**src/rtl/sim_test_ctrl.sv**
```systemverilog
`default_nettype none
// ============================================================================
//  Module      : sim_test_ctrl
//  Description : Simulation-harness test controller. Sequences the core reset
//                after harness reset, watches the core store port for the
//                tohost termination write and signature-region writes, and
//                runs a cycle watchdog. Reports done/pass/timeout/test_num.
//  Revision    : 1.0 - initial release
// ============================================================================
module sim_test_ctrl #(
    parameter int unsigned          ADDR_W       = 32,
    parameter int unsigned          DATA_W       = 32,
    parameter int unsigned          RESET_CYCLES = 4,
    parameter int unsigned          MAX_CYCLES   = 100000,
    parameter int unsigned          CNT_W        = 32,
    parameter logic [ADDR_W-1:0]    TOHOST_ADDR  = 32'h0000_1000,
    parameter logic [ADDR_W-1:0]    SIG_BEGIN    = 32'h0000_2000,
    parameter logic [ADDR_W-1:0]    SIG_END      = 32'h0000_2100,
    parameter int unsigned          SIG_IDX_W    = 8
) (
    input  logic                    clk,
    input  logic                    reset,
    output logic                    core_reset,
    input  logic                    mem_we,
    input  logic [ADDR_W-1:0]       mem_addr,
    input  logic [DATA_W-1:0]       mem_wdata,
    output logic                    sig_valid,
    output logic [SIG_IDX_W-1:0]    sig_index,
    output logic [DATA_W-1:0]       sig_data,
    output logic                    done,
    output logic                    pass,
    output logic                    timeout,
    output logic [DATA_W-2:0]       test_num,
    output logic [CNT_W-1:0]        cycle_count
);

    // Byte-offset bits below word granularity, dropped when forming the index
    localparam int unsigned         c_byte_shift = $clog2(DATA_W / 8);
    localparam logic [7:0]          c_hold_last  = 8'(RESET_CYCLES - 1);
    localparam logic [CNT_W-1:0]    c_wd_last    = CNT_W'(MAX_CYCLES - 1);

    typedef enum logic [1:0] {
        S_HOLD = 2'd0,
        S_RUN  = 2'd1,
        S_DONE = 2'd2
    } state_t;

    state_t             r_state;
    logic [7:0]         r_hold_cnt;

    logic               w_tohost;
    logic               w_sig_hit;
    logic               w_wd_expire;
    logic [ADDR_W-1:0]  w_sig_off;

    // Store decode; only meaningful while the FSM is in RUN
    always_comb begin
        w_tohost    = mem_we && (mem_addr == TOHOST_ADDR);
        w_sig_hit   = mem_we && (mem_addr >= SIG_BEGIN) && (mem_addr < SIG_END);
        w_wd_expire = (cycle_count == c_wd_last);
        w_sig_off   = mem_addr - SIG_BEGIN;
    end

    // Control FSM with all outputs registered
    always_ff @(posedge clk or negedge reset) begin
        if (!reset) begin
            r_state     <= S_HOLD;
            r_hold_cnt  <= 8'd0;
            core_reset  <= 1'b1;
            sig_valid   <= 1'b0;
            sig_index   <= '0;
            sig_data    <= '0;
            done        <= 1'b0;
            pass        <= 1'b0;
            timeout     <= 1'b0;
            test_num    <= '0;
            cycle_count <= '0;
        end else begin
            // Capture pulse lasts one cycle unless re-armed below
            sig_valid <= 1'b0;
            case (r_state)
                S_HOLD: begin
                    // core_reset drops one edge after entering RUN, giving
                    // exactly RESET_CYCLES high edges after release
                    core_reset <= 1'b1;
                    r_hold_cnt <= r_hold_cnt + 8'd1;
                    if (r_hold_cnt == c_hold_last) begin
                        r_state <= S_RUN;
                    end
                end
                S_RUN: begin
                    core_reset  <= 1'b0;
                    cycle_count <= cycle_count + CNT_W'(1);
                    if (w_sig_hit) begin
                        sig_valid <= 1'b1;
                        sig_index <= SIG_IDX_W'(w_sig_off >> c_byte_shift);
                        sig_data  <= mem_wdata;
                    end
                    // tohost beats a watchdog expiry in the same cycle
                    if (w_tohost) begin
                        r_state    <= S_DONE;
                        core_reset <= 1'b1;
                        done       <= 1'b1;
                        pass       <= (mem_wdata == DATA_W'(1));
                        timeout    <= 1'b0;
                        test_num   <= mem_wdata[DATA_W-1:1];
                    end else if (w_wd_expire) begin
                        r_state    <= S_DONE;
                        core_reset <= 1'b1;
                        done       <= 1'b1;
                        pass       <= 1'b0;
                        timeout    <= 1'b1;
                        test_num   <= '0;
                    end
                end
                S_DONE: begin
                    // Terminal: keep the core frozen, hold all status
                    core_reset <= 1'b1;
                end
                default: begin
                    r_state <= S_HOLD;
                end
            endcase
        end
    end

endmodule
`default_nettype wire

```
**config.mk**
```make
export PLATFORM = sky130hd
export DESIGN_NAME = sim_test_ctrl
export DESIGN_NICKNAME = d
export VERILOG_FILES = /design/src/rtl/sim_test_ctrl.sv
export SDC_FILE = /design/constraint.sdc
export NUM_CORES = 1
export LEC_CHECK = 0
export CORE_MARGIN = 2
export CORE_UTILIZATION = 40
export CTS_CLUSTER_DIAMETER = 200
export CTS_CLUSTER_SIZE = 30
export DETAILED_ROUTE_END_ITERATION = 6
export HOLD_SLACK_MARGIN = 0.03
export PLACE_DENSITY = 0.73
export SLEW_MARGIN = 20
export SYNTH_ARGS = -nofsm -noshare
export SYNTH_HDL_FRONTEND = slang
export SYNTH_SLANG_ARGS = --single-unit
```
**constraint.sdc**
```tcl
create_clock -name clk -period 1.7 [get_ports clk]
set_input_delay 0.17 -clock clk [delete_from_list [all_inputs] [get_ports clk]]
set_output_delay 0.17 -clock clk [all_outputs]
set_load 0.01 [all_outputs]
```
==> impl_metrics.tcl <==
set metrics [dict create \
    status "complete, but fails checks" \
    violations "DRC, setup timing" \
    hp-class "in2async" \
    max_slew_margin_pct 69.9 \
    syn2layout_area_growth_pct 75.7 \
    finalWirelength_um 15700 \
    drc 1 \
    p_per_area_mw_per_mm2 821 \
    timing.hold.ws_ns 0.217 \
    clkTransAtPathRegs_ns 0.06 \
    crit_required_ns 2.05 \
    syn_area_mm2 0.00479 \
    vias_per_cell 5.33 \
    dieArea_mm2 0.0129 \
    yosysSeqAreaShare_pct 61.7 \
    place_area_mm2 0.00718 \
    avgSynthCellArea_um2 13.2 \
    path_class "in2reg" \
    synth-adder-area-share_pct 0.522 \
    fmax_mhz 472 \
    start_util_pct 41.4 \
    rows 39 \
    synthMuxAreaShare_pct 9.17 \
    num_antenna_cells 0 \
    endpoint_kind "flop" \
    clock-sinks 118 \
    synth_edf_count 0 \
    grt_max_degree 36 \
    die_h_um 113 \
    grt_pass1_vias 4419 \
    ys.flop_type "dfrtp_1" \
    yosysWarnings 0 \
    numPortBuffers 174 \
    drive_above_1_share_pct 29.3 \
    yosysTopAreaCellShare_pct 61.1 \
    cts_made_buffers 17 \
    synth-xor-area-share_pct 6.95 \
    first_iter_violations 266 \
    fill_cells 748 \
    ys_types 36 \
    insertion_delay_ns 0.42 \
    synth.area.top_cells "dfrtp_1 61%, mux2_1 8.9%, a22o_1 5.9%" \
    finalPower_mw 6.91 \
    drv_slew 0 \
    track_usage_pct 24.5 \
    syn_inst 362 \
    nets 695 \
    async_flop_share_pct 100 \
    wl_per_cell_um 20.1 \
    ir_worst_vdd_uv 819 \
    mostFrequentLayoutCell "clkdlybuf4s50_1" \
    num_vias 4166 \
    fp.dieW_um 113 \
    leakage_nw 3.86 \
    hold_viol_final 0 \
    period_share_pct 125 \
    grt_first_pass_wirelength_um 24300 \
    ioPinCount 175 \
    worst-r2r-setup-slack_ns -0.33 \
    globalplace.congestion 0.806 \
    clk_path_buf_depth 2 \
    cp.arrival_ns 2.47 \
    synth-simple-area-share_pct 13.4 \
    crit_path_start_kind "primary input" \
    antenna_found_initial 0 \
    synth_nets 431 \
    synth_top_area_cell "dfrtp_1" \
    cts_tree "done" \
    cp_max_fo 8 \
    final_area_mm2 0.00842 \
    core_mm2 0.0116 \
    overflow 0 \
    rsz0062_at_grt "yes" \
    synth-compound-area-share_pct 6.29 \
    finalCriticalPeriod_ns 2.12 \
    ant_nets 0 \
    synth-seq-cells 118 \
    ctsRootBufferMaster "clkbuf_16" \
    synth_top_family_by_area "simple AND/OR/NAND/NOR gates" \
    worst_slew_pin_slew_ns 0.445 \
    firstDrtPassIters 6 \
    maxCapViolations 0 \
    final_cell_mix "160 x clkdlybuf4s50_1, 116 x dfrtp_1, 63 x buf_4" \
    setup_ws_ns -0.418 \
    clock_skew_ns 0.00817 \
    setup_viol 75 \
    finalSetupTns_ns -24.74 \
    cts.htree.levels 4 \
    dp_hpwl_um 9790 \
]
power by group:
group	total, mW	internal, mW	leakage [nW]	switching, mW
Clock	3.82	2.52	0.301	1.30
Combinational	0.282	0.157	1.94	0.125
Sequential	2.81	2.81	1.61	0.0000121
cell usage after synthesis, types with 2 or more instances:
| cell type | n |
|---|---|
| nand4_1 | 18 |
| xnor2_1 | 32 |
| nor4_1 | 21 |
| nor3_1 | 6 |
| and4_1 | 2 |
| nor2_1 | 10 |
| and3_1 | 6 |
| inv_1 | 3 |
| buf_4 | 3 |
| nand2b_1 | 2 |
| nor4b_1 | 3 |
| or4_1 | 2 |
| buf_6 | 4 |
| xor2_1 | 6 |
| ha_1 | 2 |
| a22o_1 | 32 |
| dfrtp_1 | 117 |
| mux2_1 | 38 |
| nor2b_1 | 3 |
| nand3_1 | 10 |
| nand2_1 | 24 |
| clkbuf_1 | 4 |
kinds of logic (layout without fill, tap and decap cells):
family / after synthesis / in the layout
flip-flops: 118 / 118
XOR/XNOR: 38 / 38
multiplexers: 39 / 39
AO/OA/AOI/OAI: 36 / 36
AND/OR/NAND/NOR: 115 / 115
buffers and inverters: 14 / 291
adder cells (fa/ha/maj): 2 / 2
layer usage:
metal,up-vias,track usage [%],routed length [um],part of all wire [%]
met5,-,0,0,0
met4,0,8.62,311,2.0
met3,24,6.32,968,6.2
met2,162,43.6,8340,53
met1,2109,28.9,6120,39
li1,1871,-,-,-
layout make-up:
class | instances | area (um2) | share of cell area (%)
Inverter | 3 | 11.3 | 0.134
Tap cell | 143 | 179 | 2.13
Multi-Input combinational cell | 230 | 2060 | 24.4
Clock buffer | 19 | 453 | 5.38
Clock inverter | 13 | 179 | 2.13
Timing Repair Buffer | 256 | 2580 | 30.7
Sequential cell | 118 | 2960 | 35.1
per-stage QoR:
step | setup WS (ns) | utilization [%] | std cells
after CTS | -0.323 | 71.8 | 778
after detailed placement | -0.776 | 62.1 | 726
after floorplan | -0.132 | - | 362
after global routing | -0.457 | 72.8 | 782
final | -0.418 | 72.8 | 782
after global placement | -0.678 | 62.1 | 726
final timing paths:
path | startpoint | to | depth (start not counted)
max | mem_addr[20] | pass$_DFFE_PN0P_ | 10
min | reset | test_num[15]$_DFFE_PN0P_ | 2
max reg2reg | r_state[1]$_DFFE_PN0P_ | pass$_DFFE_PN0P_ | 8
min reg2reg | r_hold_cnt[7]$_DFFE_PN0P_ | r_hold_cnt[7]$_DFFE_PN0P_ | 1
max in group asynchronous | reset | test_num[6]$_DFFE_PN0P_ | 3
min in group clk | mem_addr[8] | sig_valid$_DFF_PN0_ | 6
worst max-delay path, cell delays in order:
cell and delay (ns):
clkdlybuf4s50_1 0.41, nor4_1 0.34, nand2_1 0.14, or4_4 0.52, buf_4 0.15, buf_6 0.11, nor2_4 0.20, buf_6 0.15
buf_16 0.12, a22o_1 0.14
flip-flops by register name, indices dropped and copies added, names as in the netlist:
signal	flops
sig_data	32
timeout	1
r_hold_cnt	8
test_num	31
cycle_count	32
r_state	2
done	1
core_reset	1
sig_valid	1
pass	1
sig_index	8
what timing repair did:
| item | 4_1_cts | 5_1_grt |
|---|---|---|
| buffers inserted | 15 | 8 |
| hold buffers | 1 | 0 |
| hold endpoints to repair | 84 | 0 |
| setup endpoints to repair | 80 | 94 |
| resized for setup | 62 | 32 |
| pin swaps | 10 | 23 |
| cloned | 5 | 0 |
Power figures use the tool's default switching activity.
